[config.mk]
export PLATFORM = sky130hd
export DESIGN_NAME = stream_port_scheduler
export DESIGN_NICKNAME = d
export VERILOG_FILES = /design/src/rtl/stream_xbar_pkg.sv /design/src/rtl/stream_port_scheduler_rr_priority_pick.sv /design/src/rtl/stream_port_scheduler.sv
export SDC_FILE = /design/constraint.sdc
export NUM_CORES = 1
export LEC_CHECK = 0
export CELL_PAD_IN_SITES_DETAIL_PLACEMENT = 0
export CELL_PAD_IN_SITES_GLOBAL_PLACEMENT = 1
export CORE_AREA = 2 2 49 47
export CTS_CLUSTER_DIAMETER = 120
export DETAILED_ROUTE_END_ITERATION = 8
export DIE_AREA = 0 0 51 49
export DONT_BUFFER_PORTS = 1
export PLACE_DENSITY_LB_ADDON = 0.08
export SYNTH_ARGS = -nofsm -noshare
export SYNTH_HDL_FRONTEND = slang
export SYNTH_SLANG_ARGS = --single-unit
[constraint.sdc]
create_clock -name clk_i -period 4.95 [get_ports clk_i]
set_clock_uncertainty 0.1 [all_clocks]
set_input_delay 0.495 -clock clk_i [delete_from_list [all_inputs] [get_ports clk_i]]
set_output_delay 0.495 -clock clk_i [all_outputs]
set_load 0.1 [all_outputs]
[src/rtl/stream_xbar_pkg.sv]
// Shared types and helpers for the stream crossbar:
// scheduler state encoding and one-hot to index conversion.
package stream_xbar_pkg;

    typedef enum logic {
        IDLE  = 1'b0,
        GRANT = 1'b1
    } sched_state_t;

    function automatic logic [31:0] onehot_to_idx(input logic [31:0] oh);
        logic [31:0] idx;
        idx = '0;
        for (int i = 0; i < 32; i++) begin
            if (oh[i]) begin
                idx = idx | 32'(i);
            end
        end
        return idx;
    endfunction

endpackage

[src/rtl/stream_port_scheduler_rr_priority_pick.sv]
// Combinational rotating-priority picker: inputs above last_id win
// lowest-first, then inputs 0..last_id; last_id itself ranks last.
module rr_priority_pick
    import stream_xbar_pkg::*;
#(
    parameter int N  = 2,
    parameter int IW = $clog2(N)
) (
    input  logic [N-1:0]  req_i,
    input  logic [IW-1:0] last_id_i,
    output logic [N-1:0]  pick_o,
    output logic [IW-1:0] pick_id_o,
    output logic          any_o
);

    logic [N-1:0] hi_mask;
    logic [N-1:0] hi_req;

    always_comb begin
        hi_mask = '0;
        for (int i = 0; i < N; i++) begin
            hi_mask[i] = (i > int'(last_id_i));
        end
    end

    assign hi_req = req_i & hi_mask;

    // x & -x isolates the lowest set bit
    assign pick_o = (|hi_req) ? (hi_req & (~hi_req + N'(1)))
                              : (req_i & (~req_i + N'(1)));

    assign pick_id_o = IW'(onehot_to_idx(32'(pick_o)));
    assign any_o     = |req_i;

endmodule

[src/rtl/stream_port_scheduler.sv]
// Per-output-port grant controller: packet-locked round-robin grant,
// tready routing, beat counting and sticky length-error flag.
module stream_port_scheduler
    import stream_xbar_pkg::*;
#(
    parameter int S_DATA_COUNT = 2,
    parameter int T_ID___WIDTH = $clog2(S_DATA_COUNT),
    parameter int MAX_BEATS    = 256,
    parameter int CNT_WIDTH    = $clog2(MAX_BEATS + 1)
) (
    input  logic                    clk_i,
    input  logic                    rst_in,
    input  logic [S_DATA_COUNT-1:0] s_valid_i,
    input  logic [S_DATA_COUNT-1:0] s_last_i,
    input  logic                    m_ready_i,
    output logic [S_DATA_COUNT-1:0] s_ready_o,
    output logic                    m_valid_o,
    output logic                    m_last_o,
    output logic [S_DATA_COUNT-1:0] grant_o,
    output logic [T_ID___WIDTH-1:0] id_o,
    output logic                    grant_valid_o,
    output logic [CNT_WIDTH-1:0]    beat_cnt_o,
    output logic                    len_err_o,
    input  logic                    err_clr_i
);

    sched_state_t            state_q, state_d;
    logic [S_DATA_COUNT-1:0] grant_q, grant_d;
    logic [T_ID___WIDTH-1:0] id_q, id_d;
    logic [T_ID___WIDTH-1:0] ptr_q, ptr_d;
    logic [CNT_WIDTH-1:0]    cnt_q, cnt_d;
    logic                    err_q, err_d;

    logic [S_DATA_COUNT-1:0] pick;
    logic [T_ID___WIDTH-1:0] pick_id;
    logic                    any_req;
    logic                    hs;
    logic                    last_hs;
    logic                    load;
    logic                    cnt_full;

    rr_priority_pick #(
        .N  (S_DATA_COUNT),
        .IW (T_ID___WIDTH)
    ) u_pick (
        .req_i     (s_valid_i),
        .last_id_i (ptr_q),
        .pick_o    (pick),
        .pick_id_o (pick_id),
        .any_o     (any_req)
    );

    assign grant_valid_o = (state_q == GRANT);
    assign m_valid_o     = grant_valid_o & s_valid_i[id_q];
    assign m_last_o      = grant_valid_o & s_last_i[id_q];
    assign s_ready_o     = grant_q & {S_DATA_COUNT{m_ready_i}};

    assign hs       = m_valid_o & m_ready_i;
    assign last_hs  = hs & m_last_o;
    assign cnt_full = (cnt_q == CNT_WIDTH'(MAX_BEATS));

    always_comb begin
        state_d = state_q;
        grant_d = grant_q;
        id_d    = id_q;
        ptr_d   = ptr_q;
        cnt_d   = cnt_q;
        err_d   = err_q;
        load    = 1'b0;

        unique case (state_q)
            IDLE: begin
                load = any_req;
            end
            GRANT: begin
                if (last_hs) begin
                    if (any_req) begin
                        load = 1'b1;
                    end else begin
                        state_d = IDLE;
                        grant_d = '0;
                    end
                end
            end
        endcase

        if (hs && !cnt_full) begin
            cnt_d = cnt_q + CNT_WIDTH'(1);
        end

        // a new grant starts a fresh packet and moves the pointer
        if (load) begin
            state_d = GRANT;
            grant_d = pick;
            id_d    = pick_id;
            ptr_d   = pick_id;
            cnt_d   = '0;
        end

        if (hs && cnt_full) begin
            err_d = 1'b1;
        end else if (err_clr_i) begin
            err_d = 1'b0;
        end
    end

    always_ff @(posedge clk_i or negedge rst_in) begin
        if (!rst_in) begin
            state_q <= IDLE;
            grant_q <= '0;
            id_q    <= '0;
            ptr_q   <= T_ID___WIDTH'(S_DATA_COUNT - 1);
            cnt_q   <= '0;
            err_q   <= 1'b0;
        end else begin
            state_q <= state_d;
            grant_q <= grant_d;
            id_q    <= id_d;
            ptr_q   <= ptr_d;
            cnt_q   <= cnt_d;
            err_q   <= err_d;
        end
    end

    assign grant_o    = grant_q;
    assign id_o       = id_q;
    assign beat_cnt_o = cnt_q;
    assign len_err_o  = err_q;

endmodule

# Yosys cells after proc, flatten, opt, wreduce, memory -nomap -nowiden
# Cells that the tools add are included.
[op_classes]
add_sub_neg = 3
order_cmp = 2
eq_ne = 2
muxes = 20
bitwise = 11
n_reduce_logical = 10
[op_table]
columns = ["cell", "count"]
rows = [
  ["9-bit two-way mux", 2],
  ["1-bit two-way mux", 12],
  ["2-bit two-way mux", 5],
  ["9-bit by 1-bit adder with 9-bit output (second input constant)", 1],
  ["9-bit equality test (second input constant)", 1],
  ["2-bit AND", 4],
  ["2-bit nonzero test", 4],
  ["2-bit by 1-bit adder with 2-bit output (second input constant)", 2],
  ["1-bit AND", 4],
  ["2-bit inverter", 2],
  ["2-bit OR reduction", 2],
  ["3-bit AND reduction", 1],
  ["1-bit logical AND", 2],
  ["1-bit by 2-bit less-than comparator with 1-bit output (second input constant)", 1],
  ["2-bit by 1-bit != test with 1-bit output (second input constant)", 1],
  ["1-bit case mux with 2 select lines", 1],
  ["1-bit greater-than comparator (first input constant)", 1],
  ["1-bit zero test", 1],
  ["1-bit inverter", 1],
]
[word_totals]
ff_bits = 15
in_bits = 8
out_inout_bits = 18
wordCells = 54

# Longest topological paths before layout
[depth]
word_depth = 9
mapped_depth = 6
ltp_nobuf = 6

# Modules after synthesis
# From an unflattened synthesis, not the netlist that was laid out.
[unflattened]
hier_cells = 83
hier_area_um2 = 852.1
[by_module_without_submodules]
columns = ["mod", "n_inst", "cells_each", "area_each_um2", "seq_area_each_um2"]
rows = [
  ["stream_port_scheduler", 1, 78, 819.5, 376.6],
  ["rr_priority_pick", 1, 5, 32.5, 0.0],
]

# Worst setup path before layout
# No wires, ideal clock.
[synth_timing]
kind = "reg2out"
from = "reg id_q, in the netlist id_o"
to = "out m_valid_o"
arrival_time_ps = 2723
required_time_ps = 4355
slack_ps = 1632
stages_incl_launch_ff = 4
n_path_buf = 1
path_cell_list = "dfrtp_1 mux2i_1 buf_6 nor2_1"
[synth_between]
elab_chain_cells = 3
[synth_rtl]
columns = ["element", "line", "source"]
rows = [
  ["start, declared", "stream_port_scheduler.sv:29", "logic [T_ID___WIDTH-1:0] id_q, id_d;"],
  ["start signal, assigned", "stream_port_scheduler.sv:118", "id_q <= id_d;"],
  ["1-bit two-way mux (implied by the code) (2 in a row)", "stream_port_scheduler.sv:54", "assign m_valid_o = grant_valid_o & s_valid_i[id_q];"],
  ["1-bit AND", "stream_port_scheduler.sv:54", ""],
  ["end, declared", "stream_port_scheduler.sv:17", "output logic m_valid_o,"],
]
# Every way passes these cells. The select of a mux whose other input is x is not followed.

# Worst setup path after layout
# Same ends and word-level chain as after synthesis.

==> metrics <==
Final Slew Violations=0; Final nets=96; number of max-cap violations=0; CTS tree=built; Worst Hold Class=in -> reg; fmax=321.5 MHz; Root Buffer=clkbuf_4; Remaining DRCs=0; CTS max path bufs=2; DP HPWL=1.236 mm; Post-Route WL=1.599 mm; Core Area=2022 µm²; syn_area_per_cell=10.60 µm²; Worst-Skew Late Latency=0.27 ns; Die Y-Extent=49 µm; Top Ports=26; gpl congestion=0.7161; number of placement rows=16; outcome=complete, no violations; r2r setup slk=2.52 ns; number of synthesized flops with an enable pin=0; First-pass DRT Iterations=4; PD cells=550.7 nW/µm²; Worst Path Buf+Inv=1; vias per cell=5.670; Reg2Reg Capture Point=grant_o[0]; critical path launch point=id_o; commonest register cell after synthesis=dfrtp_1; post-route cell area=919.6 µm²; Synth Cell Area=848.3 µm²; Final ANT Viol Nets=0; Critical Path End Type=output pin; CP top delay family=flip-flops; slowest CP cell=dfrtp_1; Tmin final=3.110 ns; worst path arrival time=2.52 ns; total grt overflow=0; total track usage=15.47%; worst vdd rail ir drop=0.0003683 V; diode count=0; Synth area leaders=dfrtp_1 (41%), xnor2_1 (7.2%), nor4b_2 (5.3%); die outline width=51 µm; worst reg2reg path startpoint=id_o; clock slew at reported path FFs=0.08 ns; share of cells above drive strength 1=20.00%; PortBufs=0; Hold Violations, Final=0; Fillers=219; initial antenna violation count=0; starting DRC count in detailed routing=20; vias in the first global route=569; top-area cell type share of the netlist area=41.30%; end of the critical path=m_valid_o; first-pass GRT wire length=2.822 mm; worst r2r path cells=5; most frequent cells in the layout=dfrtp_1 (14), nor2_1 (7), xnor2_1 (7); setup_tns=0 ns; Worst Path Max Fanout=13; Post-Synthesis Cells=80; clk sinks=15; post-CTS setup buffers=0; Crit Path Category=reg -> out; flops & latches, synth=15; unrepaired setup endpoints after global routing=no; library cells used by synthesis=33; Worst setup SP type=register; Rel. slew slack=29.65%; Critical Path RT=4.36 ns; Post-DP Area=883.3 µm²; Tcrit/Tclk final=62.83%; Async S/R FF share, synth=100.0%; Crit path largest cell delay=1.02 ns; largest net degree at the start of global routing=16; sequential area share after synthesis=44.40%; area delta synth->final=8.407%; Worst Tran Pin Value=1.054 ns; routed vias=635; Starting Density=41.96%; Leakage=0.3660 nW; die area=2499 µm²; YS warnings=0; Routed WL per cell=14.28 µm; commonest non-fill, non-tap cell in the layout=dfrtp_1; Num CTS Buffers=3; Final setup viols=0; Worst path depth=3; Syn Nets=90; CP Cell Sequence=mux2i_1 > buf_4 > nor2_2; htree depth=1; largest area contributor in the netlist=dfrtp_1
==> per-stage QoR <==
stage	utilization, %	instances	worst slack (ns)	hold WS, ns	total power, W
2_1_floorplan	-	80	1.632	0.09941	0.0004210
3_3_place_gp	43.69	107	2.149	0.09973	0.0004383
3_5_place_dp	43.69	107	2.135	0.09986	0.0004409
4_1_cts	45.48	112	1.819	0.1712	0.0005128
5_1_grt	45.48	112	1.736	0.1524	0.0005404
6_report	45.48	112	1.840	0.1774	0.0005065
==> layout make-up <==
type	count	area (µm²)	share of cell area [%]
Clock buffer	4	26.28	2.857
Timing Repair Buffer	2	17.52	1.905
Tap cell	27	33.78	3.673
Sequential cell	15	376.6	40.95
Multi-Input combinational cell	60	450.4	48.98
Inverter	4	15.01	1.633
==> state kept, by name, indices dropped and copies added, names as in the netlist <==
signal         count
len_err_o          1
beat_cnt_o         9
id_o               1
grant_valid_o      1
grant_o            2
ptr_q              1
==> power by group <==
| group | switching [W] | total, W | internal, W |
|---|---|---|---|
| logic | 0.0000782 | 0.000119 | 0.0000406 |
| clock network | 0.0000358 | 0.0000670 | 0.0000312 |
| registers | 0.000176 | 0.000321 | 0.000144 |
| total | 0.000290 | 0.000506 | 0.000216 |
==> worst min path at each step <==
stage | startpoint | end | slack, ns | cells after the start
2_1_floorplan | rst_in | beat_cnt_o[0] | 0.1 | 0
3_3_place_gp | rst_in | beat_cnt_o[8] | 0.1 | 0
3_5_place_dp | rst_in | beat_cnt_o[6] | 0.1 | 0
4_1_cts | s_valid_i[0] | ptr_q | 0.17 | 1
5_1_grt | s_valid_i[0] | ptr_q | 0.15 | 1
6_report | s_valid_i[0] | ptr_q | 0.18 | 1
==> Yosys cell counts (2+ instances only) <==
| cell | number |
|---|---|
| nor3_1 | 2 |
| mux2i_1 | 3 |
| dfrtp_1 | 14 |
| nand2_1 | 5 |
| xnor2_1 | 7 |
| nand4_1 | 2 |
| and2_1 | 2 |
| nor4b_2 | 3 |
| nor2_1 | 9 |
| ha_1 | 2 |
| a21oi_1 | 4 |
| nor2_2 | 3 |
| inv_1 | 4 |
==> worst reg2reg max path: stages (launching register included) <==
cell and delay [ns]:
dfrtp_1 1.02, mux2i_1 0.17, buf_4 0.24, o31ai_1 0.46, and3_1 0.27, a211o_1 0.11
==> timing repair <==
item | CTS | global route
endpoints found under the setup margin | 0 | 0
endpoints found under the hold margin | 15 | 0
gates resized for setup | 0 | 0
hold buffers | 1 | 0
==> layer usage <==
layer	track usage, %	vias to the layer above	wire length [µm]
met5	0	-	0
met4	4.054	0	13
met3	7.975	2	176
met2	19.48	38	659
met1	22.85	301	749
li1	-	294	-
==> cells by family after synthesis <==
group                      count (synthesis)  synth area share, %
and+or+nand+nor                           35                27.14
DFF                                       15                44.40
AOI/OAI and AO/OA                         13                11.65
xor gates and xnor gates                   7                7.227
buffers and inverters                      5                3.097
muxes                                      3                3.540
adders and majority gates                  2                2.949
(Power assumes the default switching activity.)
